$ cat src/rtl/mult_job_sequencer.sv
// Job sequencer wrapped around a Booth multiplier: buffers operand pairs in a small FIFO,
// launches one multiply at a time, and returns the signed product (or a timeout) over valid/ready.
module mult_job_sequencer #(
    parameter int WIDTH        = 4,
    parameter int FIFO_DEPTH   = 2,
    parameter int RESULT_DELAY = 1,
    parameter int TIMEOUT      = 32
) (
    input  logic                 clk,
    input  logic                 rst_n,
    input  logic                 in_valid,
    output logic                 in_ready,
    input  logic [WIDTH-1:0]     in_multiplicand,
    input  logic [WIDTH-1:0]     in_multiplier,
    output logic [WIDTH-1:0]     multiplicand,
    output logic [WIDTH-1:0]     multiplier,
    output logic                 start,
    input  logic                 finished,
    input  logic [2*WIDTH-1:0]   result,
    output logic                 out_valid,
    input  logic                 out_ready,
    output logic [2*WIDTH-1:0]   out_product,
    output logic                 out_timeout,
    output logic                 busy
);

    localparam int PW = (FIFO_DEPTH > 1) ? $clog2(FIFO_DEPTH) : 1;
    localparam int CW = $clog2(FIFO_DEPTH + 1);
    localparam int TW = (TIMEOUT > 2) ? $clog2(TIMEOUT) : 1;
    localparam int DW = (RESULT_DELAY > 1) ? $clog2(RESULT_DELAY) : 1;

    localparam logic [CW-1:0] FULL_CNT   = CW'(FIFO_DEPTH);
    // WAIT exits when the incremented timer would reach TIMEOUT-1
    localparam logic [TW-1:0] TIMER_LAST = TW'(TIMEOUT - 2);
    localparam logic [DW-1:0] DELAY_LAST = DW'(RESULT_DELAY - 1);

    typedef logic [2*WIDTH-1:0] entry_t;

    typedef enum logic [2:0] {
        ST_IDLE   = 3'd0,
        ST_START  = 3'd1,
        ST_WAIT   = 3'd2,
        ST_SETTLE = 3'd3,
        ST_OUT    = 3'd4
    } state_t;

    // FIFO storage and pointers
    entry_t          fifo_mem_q [FIFO_DEPTH];
    entry_t          fifo_mem_d [FIFO_DEPTH];
    logic [PW-1:0]   wr_ptr_q, wr_ptr_d;
    logic [PW-1:0]   rd_ptr_q, rd_ptr_d;
    logic [CW-1:0]   count_q, count_d;
    logic            in_ready_q, in_ready_d;

    // Sequencer state
    state_t          state_q, state_d;
    logic [TW-1:0]   timer_q, timer_d;
    logic [DW-1:0]   dcnt_q, dcnt_d;
    logic            finished_q;
    logic [WIDTH-1:0] mcand_q, mcand_d;
    logic [WIDTH-1:0] mplier_q, mplier_d;
    logic            start_q, start_d;
    logic            out_valid_q, out_valid_d;
    logic [2*WIDTH-1:0] out_product_q, out_product_d;
    logic            out_timeout_q, out_timeout_d;
    logic            busy_q, busy_d;

    logic            push_s;
    logic            pop_s;
    logic            rise_s;
    entry_t          head_s;

    assign in_ready    = in_ready_q;
    assign multiplicand = mcand_q;
    assign multiplier  = mplier_q;
    assign start       = start_q;
    assign out_valid   = out_valid_q;
    assign out_product = out_product_q;
    assign out_timeout = out_timeout_q;
    assign busy        = busy_q;

    // FIFO next-state: push/pop handshakes, pointer and occupancy update
    always_comb begin
        fifo_mem_d = fifo_mem_q;
        wr_ptr_d   = wr_ptr_q;
        rd_ptr_d   = rd_ptr_q;
        count_d    = count_q;
        push_s     = in_valid & in_ready_q;
        pop_s      = (state_q == ST_IDLE) && (count_q != '0);
        head_s     = fifo_mem_q[rd_ptr_q];

        if (push_s) begin
            fifo_mem_d[wr_ptr_q] = {in_multiplicand, in_multiplier};
            wr_ptr_d             = wr_ptr_q + {{(PW-1){1'b0}}, 1'b1};
        end else begin
            wr_ptr_d = wr_ptr_q;
        end

        if (pop_s) begin
            rd_ptr_d = rd_ptr_q + {{(PW-1){1'b0}}, 1'b1};
        end else begin
            rd_ptr_d = rd_ptr_q;
        end

        case ({push_s, pop_s})
            2'b10:   count_d = count_q + {{(CW-1){1'b0}}, 1'b1};
            2'b01:   count_d = count_q - {{(CW-1){1'b0}}, 1'b1};
            default: count_d = count_q;
        endcase

        // in_ready is a flop of the next occupancy, so it never depends on this cycle's pop
        in_ready_d = (count_d != FULL_CNT);
    end

    // Sequencer next-state and output computation
    always_comb begin
        state_d       = state_q;
        timer_d       = timer_q;
        dcnt_d        = dcnt_q;
        mcand_d       = mcand_q;
        mplier_d      = mplier_q;
        start_d       = 1'b0;
        out_valid_d   = out_valid_q;
        out_product_d = out_product_q;
        out_timeout_d = out_timeout_q;
        rise_s        = finished & ~finished_q;

        case (state_q)
            ST_IDLE: begin
                if (pop_s) begin
                    mcand_d  = head_s[2*WIDTH-1:WIDTH];
                    mplier_d = head_s[WIDTH-1:0];
                    start_d  = 1'b1;
                    state_d  = ST_START;
                end else begin
                    state_d = ST_IDLE;
                end
            end
            ST_START: begin
                timer_d = '0;
                state_d = ST_WAIT;
            end
            ST_WAIT: begin
                timer_d = timer_q + {{(TW-1){1'b0}}, 1'b1};
                // A rise coinciding with the last timer cycle still counts as a completion
                if (rise_s) begin
                    dcnt_d  = '0;
                    state_d = ST_SETTLE;
                end else if (timer_q == TIMER_LAST) begin
                    out_product_d = '0;
                    out_timeout_d = 1'b1;
                    out_valid_d   = 1'b1;
                    state_d       = ST_OUT;
                end else begin
                    state_d = ST_WAIT;
                end
            end
            ST_SETTLE: begin
                if (dcnt_q == DELAY_LAST) begin
                    out_product_d = result;
                    out_timeout_d = 1'b0;
                    out_valid_d   = 1'b1;
                    state_d       = ST_OUT;
                end else begin
                    dcnt_d  = dcnt_q + {{(DW-1){1'b0}}, 1'b1};
                    state_d = ST_SETTLE;
                end
            end
            ST_OUT: begin
                if (out_ready) begin
                    out_valid_d = 1'b0;
                    state_d     = ST_IDLE;
                end else begin
                    out_valid_d = 1'b1;
                    state_d     = ST_OUT;
                end
            end
            default: begin
                out_valid_d = 1'b0;
                state_d     = ST_IDLE;
            end
        endcase

        busy_d = (state_d != ST_IDLE) || (count_d != '0);
    end

    // FIFO register bank
    always_ff @(posedge clk or negedge rst_n) begin
        if (!rst_n) begin
            for (int i = 0; i < FIFO_DEPTH; i++) begin
                fifo_mem_q[i] <= '0;
            end
            wr_ptr_q   <= '0;
            rd_ptr_q   <= '0;
            count_q    <= '0;
            in_ready_q <= 1'b1;
        end else begin
            fifo_mem_q <= fifo_mem_d;
            wr_ptr_q   <= wr_ptr_d;
            rd_ptr_q   <= rd_ptr_d;
            count_q    <= count_d;
            in_ready_q <= in_ready_d;
        end
    end

    // Sequencer state and registered outputs
    always_ff @(posedge clk or negedge rst_n) begin
        if (!rst_n) begin
            state_q       <= ST_IDLE;
            timer_q       <= '0;
            dcnt_q        <= '0;
            finished_q    <= 1'b0;
            mcand_q       <= '0;
            mplier_q      <= '0;
            start_q       <= 1'b0;
            out_valid_q   <= 1'b0;
            out_product_q <= '0;
            out_timeout_q <= 1'b0;
            busy_q        <= 1'b0;
        end else begin
            state_q       <= state_d;
            timer_q       <= timer_d;
            dcnt_q        <= dcnt_d;
            finished_q    <= finished;
            mcand_q       <= mcand_d;
            mplier_q      <= mplier_d;
            start_q       <= start_d;
            out_valid_q   <= out_valid_d;
            out_product_q <= out_product_d;
            out_timeout_q <= out_timeout_d;
            busy_q        <= busy_d;
        end
    end

endmodule

$ cat config.mk
export PLATFORM = sky130hd
export DESIGN_NAME = mult_job_sequencer
export DESIGN_NICKNAME = d
export VERILOG_FILES = /design/src/rtl/mult_job_sequencer.sv
export SDC_FILE = /design/constraint.sdc
export NUM_CORES = 1
export LEC_CHECK = 0
export BUFFER_PORTS_ARGS = -buffer_cell sky130_fd_sc_hd__clkbuf_2
export CAP_MARGIN = 20
export CORE_ASPECT_RATIO = 0.8
export CORE_MARGIN = 2
export CORE_UTILIZATION = 58
export DETAILED_ROUTE_END_ITERATION = 16
export PLACE_DENSITY = 0.79
export SYNTH_ARGS = -nofsm -noshare
export SYNTH_HDL_FRONTEND = slang
export SYNTH_SLANG_ARGS = --single-unit
$ cat constraint.sdc
create_clock -name clk -period 4.2 [get_ports clk]
set_input_delay 0.84 -clock clk [delete_from_list [all_inputs] [get_ports clk]]
set_output_delay 0.84 -clock clk [all_outputs]
set_load 0.02 [all_outputs]
; ---- Word level (Yosys, flattened, before mapping)
; Cells that the tools add are included.
[totals]
regBits = 51
inputBits = 21
output_inout_bits = 21
[op_classes]
n_addsub = 6
n_lt_le_gt_ge = 3
eq_ne = 12
n_mux = 30
n_bitwise = 6
n_reduce_logical = 14
[ops]
columns = op, n
row1 = $mux W8, 7
row2 = $bwmux W16, 1
row3 = $pmux W8 S2, 1
row4 = $pmux W3 S5, 1
row5 = $mux W3, 4
row6 = $mux W1, 10
row7 = $ne A2 B2 Y1 const B, 5
row8 = $pmux W5 S2, 1
row9 = $demux W8 S1, 1
row10 = $reduce_and A4 Y1, 2
row11 = $reduce_bool A2 Y1, 4
row12 = $eq A3 B2 Y1 const B, 2
row13 = $add A5 B1 Y5 const B, 1
row14 = $eq A5 B5 Y1 const B, 1
row15 = $ge A2 B2 Y1 const B, 2
row16 = $not A1 Y2, 2
row17 = $pmux W1 S2, 2
row18 = $pmux W1 S4, 1
row19 = $pmux W2 S2, 1
row20 = $reduce_and A2 Y1, 2
row21 = $add A1 B1 Y1 const B, 3
row22 = $eq A3 B1 Y1 const B, 1
row23 = $eq A3 B3 Y1 const B, 1
row24 = $logic_not A3 Y1, 1
row25 = other kinds (11), 14

; ---- Logic depth before layout (Yosys ltp)
; Gate-level depths: netlist of the first run.
[logic_depth]
ltp_word = 6
mapped_depth = 9

; ---- Worst setup path before layout of the first run
; No wires, ideal clock.
[synth_timing]
path_kind = reg2reg
start = register state_q[1]
end = register busy_q (netlist: busy)
arrival_time_ns = 2.288
required_ns = 4.061
slack_ns = 1.773
stages_incl_launch_ff = 9
n_path_buf = 2
path_cell_list = dfrtp_1 -> buf_2 -> or3_1 -> nor2_4 -> buf_4 -> ha_1 -> xor2_1 -> inv_1 -> or4b_1
[synth_between]
elab_chain_len = 6
elab_cells_between_ends = 14
[synth_rtl]
columns = element, line
row1 = from (decl), 56  ; state_t state_q, state_d;
row2 = from (signal assigned), 221  ; state_q <= state_d;
row3 = $logic_not A3 Y1 *, 89  ; pop_s = (state_q == ST_IDLE) && (count_q != '0);
row4 = $logic_and A1 B1 Y1 *, 89
row5 = named net pop_s, 69  ; logic pop_s;
row6 = $eq A2 B1 Y1 / $eq A2 B2 Y1 (equally long branches), 105  ; case ({push_s, pop_s})
row7 = $pmux W2 S2 *, 105
row8 = named net count_d[0], 52  ; logic [CW-1:0] count_q, count_d;
row9 = $reduce_bool A2 Y1 *, 184  ; busy_d = (state_d != ST_IDLE) || (count_d != '0);
row10 = $logic_or A1 B1 Y1 *, 184
row11 = named net busy_d, 66  ; logic busy_q, busy_d;
row12 = to (signal assigned), 231  ; busy_q <= busy_d;
row13 = to (decl), 66
; Mark *: on every way through the listed nets, which the timed path passes. The rest lies on a longest branch.
; A chain may end at the register's enable or synchronous reset.

; ---- Worst setup path in the final report of the first run
[layout_timing]
start = register state_q[0]
end = register busy_q (netlist: busy)
[layout_between]
elab_chain_len = 6
elab_cells_between_ends = 14
[layout_rtl]
columns = element, line
row1 = $logic_not A3 Y1 *, 89
row2 = $logic_and A1 B1 Y1 *, 89
row3 = $eq A2 B1 Y1 / $eq A2 B2 Y1 (equally long branches), 105
row4 = $pmux W2 S2 *, 105
row5 = named net count_d[1], 52
row6 = $reduce_bool A2 Y1 *, 184
row7 = $logic_or A1 B1 Y1 *, 184
row8 = named net busy_d, 66
; Marked as above.

==> flow_metrics.py, run 1 <==
metrics = {
    "clocking": {
        "cts_max_level": 2,
        "numCtsBuffers": 5,
        "insertion_delay_ps": 290,
        "cts_hold_buf": 0,
        "cts.path.max_buffers": 2,
        "cts_resized": 0,
        "path_clk_slew_ps": 80,
        "cts_tree": "done",
        "root_buffer": "clkbuf_8",
        "clock_sinks": 50,
        "postCtsSetupBuffers": 0,
    },
    "layout": {
        "drive_gt1_frac": 0.332,
        "utilization": 0.702,
        "layout.cells.non_filler": 256,
        "diodes": 0,
        "final_nets": 239,
        "synthToLayoutAreaGrowth_pct": 14.6,
    },
    "synth": {
        "synth_area_leader_cell": "dfrtp_1",
        "avgSynthCellArea_sq_um": 12.2,
        "yosysTopAreaCellShare": 0.581,
        "synth.distinct_cells": 38,
        "syn_nets": 197,
        "synth_area_sq_um": 2110,
        "synth_area_leaders": "dfrtp_1 58%, mux2_2 8.5%, mux2i_1 3.8%",
        "synth-seq-area-share": 0.593,
        "synth-seq-cells": 50,
        "synth_warnings": 0,
        "syn_inst": 173,
    },
    "critical_path": {
        "startpoint_type": "flip-flop",
        "rr_endpoint": "busy",
        "cpPeakStageDelay_ps": 540,
        "cp_cell_sequence": "or3_1, nor2_4, ha_1, nor2_1, xor2_1, or4b_1",
        "r2r-start": "state_q[0]",
        "cp_max_fo": 19,
        "critPathCaptureType": "flip-flop",
        "rrSetupSlack_ps": 1510,
        "setup.worst_path.class": "reg2reg",
        "crit_path_top_delay_cell": "dfrtp_1",
        "r2r_cells": 6,
        "cp.required_ps": 4370,
        "critical_path_arrival_ps": 2860,
    },
    "hold_path": {
        "whs_path_depth": 1,
        "hold_path_class": "reg2reg",
        "hold-path-endpoint": "out_valid",
        "min_from": "out_valid",
    },
    "sta": {
        "final.setup.worst_slack_ps": 1510,
        "setup_viol": 0,
        "finClkSkew_ps": 3.71,
        "slew_violations": 0,
        "maxSlewHeadroom": 0.585,
        "finalCritPeriodShare": 0.640,
        "worst_pin_slew_ps": 621,
        "rsz0062_at_grt": "no",
        "tns_ps": 0,
        "hold_violations": 0,
        "fmax_mhz": 372,
        "layout_min_cycle_time_ps": 2690,
    },
    "floorplanning": {
        "die_area_sq_um": 4140,
        "die_w_um": 71.4,
        "start_util": 0.612,
        "num_io_pins": 42,
        "dieHeight_um": 58.0,
        "placementRows": 19,
        "coreArea_sq_um": 3450,
    },
    "placed_design": {
        "port-buffer-count": 41,
        "dp_hpwl_um": 2890,
        "gp_congestion": 0.938,
        "pre_cts_slack_ps": 1610,
        "place_inst": 250,
    },
    "grt": {
        "overflow": 0,
        "antenna_found_initial": 0,
        "grt_max_degree": 51,
        "track_usage": 0.217,
        "grt_pass1_wl_um": 6710,
        "grt_pass1_vias": 1428,
    },
    "power": {
        "p_per_area_nw_per_um2": 817,
        "vdd_drop_max_mv": 0.408,
        "leakage_nw": 1.17,
    },
    "detailed_routing": {
        "drt-total-wl_um": 3990,
        "routed_via_density": 5.68,
        "drtIter0Drc": 100,
        "vias": 1453,
        "drtPass1Iterations": 5,
        "ant_nets": 0,
        "wire_per_inst_um": 15.6,
        "remaining_drc_errors": 0,
    },
    "run_status": {
        "status": "finished clean",
    },
    "flow_run": {
        "drv_cap": 0,
    },
}
-- cells in the mapped netlist (all sizes together) --
master,instances
or3b,1
nand2b,2
or3,2
dfstp,1
o21bai,1
o22ai,2
dfrtp,49
nor3,5
nand4,1
inv,5
xnor2,1
a21oi,14
buf,5
nand2,5
or2,1
o21ai,8
nor4,1
and2b,1
nand3b,1
o311a,1
ha,3
a21o,1
or4b,1
o21a,2
nor2,17
and3,1
nand3,3
xor2,4
mux2i,8
mux2,16
clkbuf,2
a22o,8
-- critical path, delay by kind of cell (launching register included) --
kind / cells / cell delay (ps)
xor+xnor: 1 / 150
fa+ha+maj: 1 / 340
flops: 1 / 540
simple gates: 4 / 1530
-- worst max path at each step --
| stage | from | endpoint | slack [ps] | cells past startpoint |
|---|---|---|---|---|
| after floorplan | state_q[1] | busy | 1770 | 8 |
| after global placement | state_q[0] | busy | 1700 | 6 |
| after detailed placement | state_q[0] | busy | 1610 | 6 |
| after CTS | state_q[0] | busy | 1550 | 6 |
| after global routing | state_q[0] | busy | 1400 | 6 |
| final | state_q[0] | busy | 1510 | 6 |
-- metrics by stage --
stage | cell area [sq um] | power (W) | hold slack [ps]
final | 2420 | 0.00198 | 492
after global routing | 2420 | 0.00213 | 530
after CTS | 2420 | 0.00199 | 508
after detailed placement | 2340 | 0.00172 | 487
after global placement | 2340 | 0.00166 | 468
after floorplan | 2110 | 0.00149 | 461
-- flip-flops by register name (all words and copies together), names as in the netlist --
register      cells
fifo_mem_q       16
out_product       8
timer_q           5
multiplicand      4
multiplier        4
state_q           3
count_q           2
busy              1
finished_q        1
in_ready          1
out_timeout       1
out_valid         1
rd_ptr_q          1
start             1
wr_ptr_q          1
-- kinds of logic (layout without fill, tap and decap cells) --
kind of cell	after synthesis	in the layout	share of synthesized area
mux	24	24	0.123
buf+inv	12	53	0.0273
fa+ha+maj	3	3	0.0178
flops	50	50	0.593
simple gates	42	42	0.107
xor+xnor	5	5	0.0207
compound gates	37	37	0.110
-- routing by layer --
metal,global-route usage,wire (um),vias up
li1,-,-,689
met1,0.306,1780,711
met2,0.320,1890,45
met3,0.0696,246,8
met4,0.0755,73,0
met5,0,0,-
-- final cells by class --
cell class / count / area [sq um]
clock buffers: 6 / 82.6
fillers: 254 / 1030
inverters: 5 / 18.8
multi-input cells: 111 / 801
flip-flops and latches: 50 / 1250
well taps: 42 / 52.6
repair buffers: 42 / 213
-- cells in the final DEF, fill, tap and decap left out, types with 3 or more instances in the layout --
cell      Yosys  routed
a21oi_1      14      14
a22o_1        8       8
clkbuf_2      0      41
clkbuf_8      0       6
dfrtp_1      49      49
ha_1          3       3
inv_1         5       5
mux2_2       16      16
mux2i_1       8       8
nand2_1       5       5
nand3_1       3       3
nor2_1       16      16
nor3_1        4       4
o21ai_0       8       8
xor2_1        4       4
-- power breakdown --
group	internal, W	switching [W]
Combinational	0.000365	0.000453
Sequential	0.000708	0.000186
Clock	0.000127	0.000138
Total	0.00120	0.000776
Power figures use the tool's default switching activity.
==> inputs of run 2 (changes only) <==
Settings changed: ABC_AREA set to 1, CORE_UTILIZATION 58 to 49, PLACE_DENSITY 0.79 to 0.71.
Clock period 4.2 ns to 2.22 ns, I/O delays scaled along.
==> flow_metrics.py, run 2 <==
metrics = {
    "synth": {
        "synth_area_leader_cell": "dfrtp_1",
        "synth_warnings": 0,
        "synth-seq-cells": 50,
        "synth-compound-area-share": 0.105,
        "synthSimpleGateAreaFrac": 0.235,
        "synth-seq-area-share": 0.559,
        "synth_most_common_cell": "nand2_1",
        "synth_adder_area_share": 0.0168,
        "synthMuxAreaShare": 0,
        "yosysTopAreaCellShare": 0.547,
        "synth_top_family_by_area": "simple AND/OR/NAND/NOR gates",
        "synth.top_cells.by_count": "79 x nand2_1, 49 x dfrtp_1, 25 x inv_1",
        "synth_area_leaders": "dfrtp_1 55%, nand2_1 13%, o31ai_2 4.5%",
        "async_flop_share": 1.00,
        "synth-main-ff-cell": "dfrtp_1",
        "avgSynthCellArea_sq_um": 9.15,
        "synth_xor_area_frac": 0.0117,
        "syn_inst": 245,
        "syn_nets": 269,
        "synth.distinct_cells": 27,
        "synth_edf_count": 0,
        "synth_area_sq_um": 2240,
    },
    "layout": {
        "synthToLayoutAreaGrowth_pct": 15.3,
        "final_nets": 314,
        "layout.cells.non_filler": 348,
        "layout.area.seq_sq_um": 1250,
        "fill_cells": 403,
        "final_common_cell": "nand2_1",
        "largest-register": "fifo_mem_q",
        "multiInputGateArea_sq_um": 825,
        "drive_gt1_frac": 0.285,
        "largest_register_ffs": 16,
        "diodes": 0,
        "most-common-layout-cells": "79 x nand2_1, 49 x dfrtp_1, 41 x clkbuf_2, 25 x inv_1, 24 x nor2_1",
        "utilization": 0.603,
    },
    "placed_design": {
        "place_inst": 340,
        "port-buffer-count": 41,
        "gp_congestion": 0.843,
        "dp_hpwl_um": 2880,
    },
    "clocking": {
        "insertion_delay_ps": 300,
        "numCtsBuffers": 5,
        "postCtsSetupBuffers": 0,
        "cts_resized": 0,
        "cts_max_level": 2,
        "path_clk_slew_ps": 90,
        "cts_tree": "done",
        "cts.path.max_buffers": 2,
        "clock_sinks": 50,
        "root_buffer": "clkbuf_8",
        "cts_hold_buf": 0,
    },
    "power": {
        "p_per_area_nw_per_um2": 1450,
        "leakage_nw": 1.42,
        "vdd_drop_max_mv": 0.760,
    },
    "sta": {
        "layout_min_cycle_time_ps": 1610,
        "slew_violations": 0,
        "worst_pin_slew_ps": 607,
        "finClkSkew_ps": 7.57,
        "setup_viol": 0,
        "fmax_mhz": 621,
        "finalCritPeriodShare": 0.726,
        "maxSlewHeadroom": 0.595,
        "hold_violations": 0,
        "tns_ps": 0,
        "rsz0062_at_grt": "no",
    },
    "detailed_routing": {
        "routed_via_density": 4.73,
        "remaining_drc_errors": 0,
        "wire_per_inst_um": 11.5,
        "drt-total-wl_um": 3990,
        "vias": 1645,
        "drtPass1Iterations": 4,
        "drtIter0Drc": 112,
        "ant_nets": 0,
    },
    "floorplanning": {
        "die_area_sq_um": 5130,
        "placementRows": 21,
        "start_util": 0.523,
        "dieHeight_um": 64.5,
        "coreArea_sq_um": 4280,
        "die_w_um": 79.6,
        "num_io_pins": 42,
    },
    "critical_path": {
        "setup.worst_path.class": "reg2reg",
        "startpoint_type": "flip-flop",
        "critical_path_arrival_ps": 1800,
        "r2r_cells": 8,
        "cp_max_fo": 3,
        "cp.required_ps": 2410,
        "critPathCaptureType": "flip-flop",
    },
    "grt": {
        "antenna_found_initial": 0,
        "overflow": 0,
        "grt_pass1_vias": 1556,
        "grt_max_degree": 51,
        "grt_pass1_wl_um": 6930,
        "track_usage": 0.174,
    },
    "run_status": {
        "status": "finished clean",
    },
    "hold_path": {
        "hold_path_class": "in2async",
    },
    "flow_run": {
        "drv_cap": 0,
    },
}
run 2: cell count changes in the layout (fill, tap and decap cells not counted), moves of 8 or more:
cell,change
mux2i_1,-8
inv_1,+20
nand2_1,+74
o31ai_2,+8
nor2_1,+8
a22o_1,-8
a21oi_1,-13
o21ai_2,+8
mux2_2,-16
run 2: worst max-delay path, cell delays in order, from the launching register on:
cell and delay (ps):
dfrtp_1 450, nor2_2 170, nand3_2 100, inv_1 80, ha_1 240, xor2_1 220
nand3_1 100, nor2_1 90, nand2_1 50
run 2: path summary, 6_finish.rpt:
path	to	from	slack, ps
hold reg to reg	out_product[3]	out_product[3]	480
max in group asynchronous	wr_ptr_q	rst_n	1580
hold / removal	timer_q[3]	rst_n	230
setup reg to reg	busy	state_q[0]	610
min in group clk	finished_q	finished	290
setup / recovery	busy	state_q[0]	610
run 2: cells by family (layout without fill, tap and decap cells):
logic type | Yosys count | after routing
buffers and inverters | 36 | 82
AOI/OAI and AO/OA | 29 | 29
adders and majority gates | 3 | 3
DFF | 50 | 50
and+or+nand+nor | 124 | 124
xor gates and xnor gates | 3 | 3
run 2: routing by layer:
| metal | vias to the layer above | wire length, um | GRT usage |
|---|---|---|---|
| li1 | 852 | - | - |
| met1 | 734 | 2010 | 0.251 |
| met2 | 51 | 1630 | 0.263 |
| met3 | 8 | 299 | 0.0376 |
| met4 | 0 | 56 | 0.0603 |
| met5 | - | 0 | 0 |
run 2: where the power goes:
group | switching [W] | internal [W] | leakage [nW]
clock | 0.000296 | 0.000251 | 0.0472
combinational | 0.00107 | 0.000585 | 0.745
sequential | 0.000244 | 0.00129 | 0.626
run 2: cell type report:
class / instances / area share
sequential: 50 / 0.485
inverter: 30 / 0.0436
multi-input combinational: 159 / 0.319
clock inverter: 2 / 0.00484
clock buffer: 6 / 0.0320
timing repair buffer: 44 / 0.0881
tap: 57 / 0.0276
run 2: metrics by stage:
| step | total power [W] | cell area, sq um | hold WS (ps) | worst slack (ps) |
|---|---|---|---|---|
| after detailed placement | 0.00323 | 2490 | 462 | 625 |
| after global placement | 0.00317 | 2490 | 455 | 660 |
| after global routing | 0.00408 | 2580 | 290 | 389 |
| final | 0.00374 | 2580 | 228 | 609 |
| after CTS | 0.00379 | 2580 | 261 | 593 |
| after floorplan | 0.00283 | 2240 | 148 | 570 |
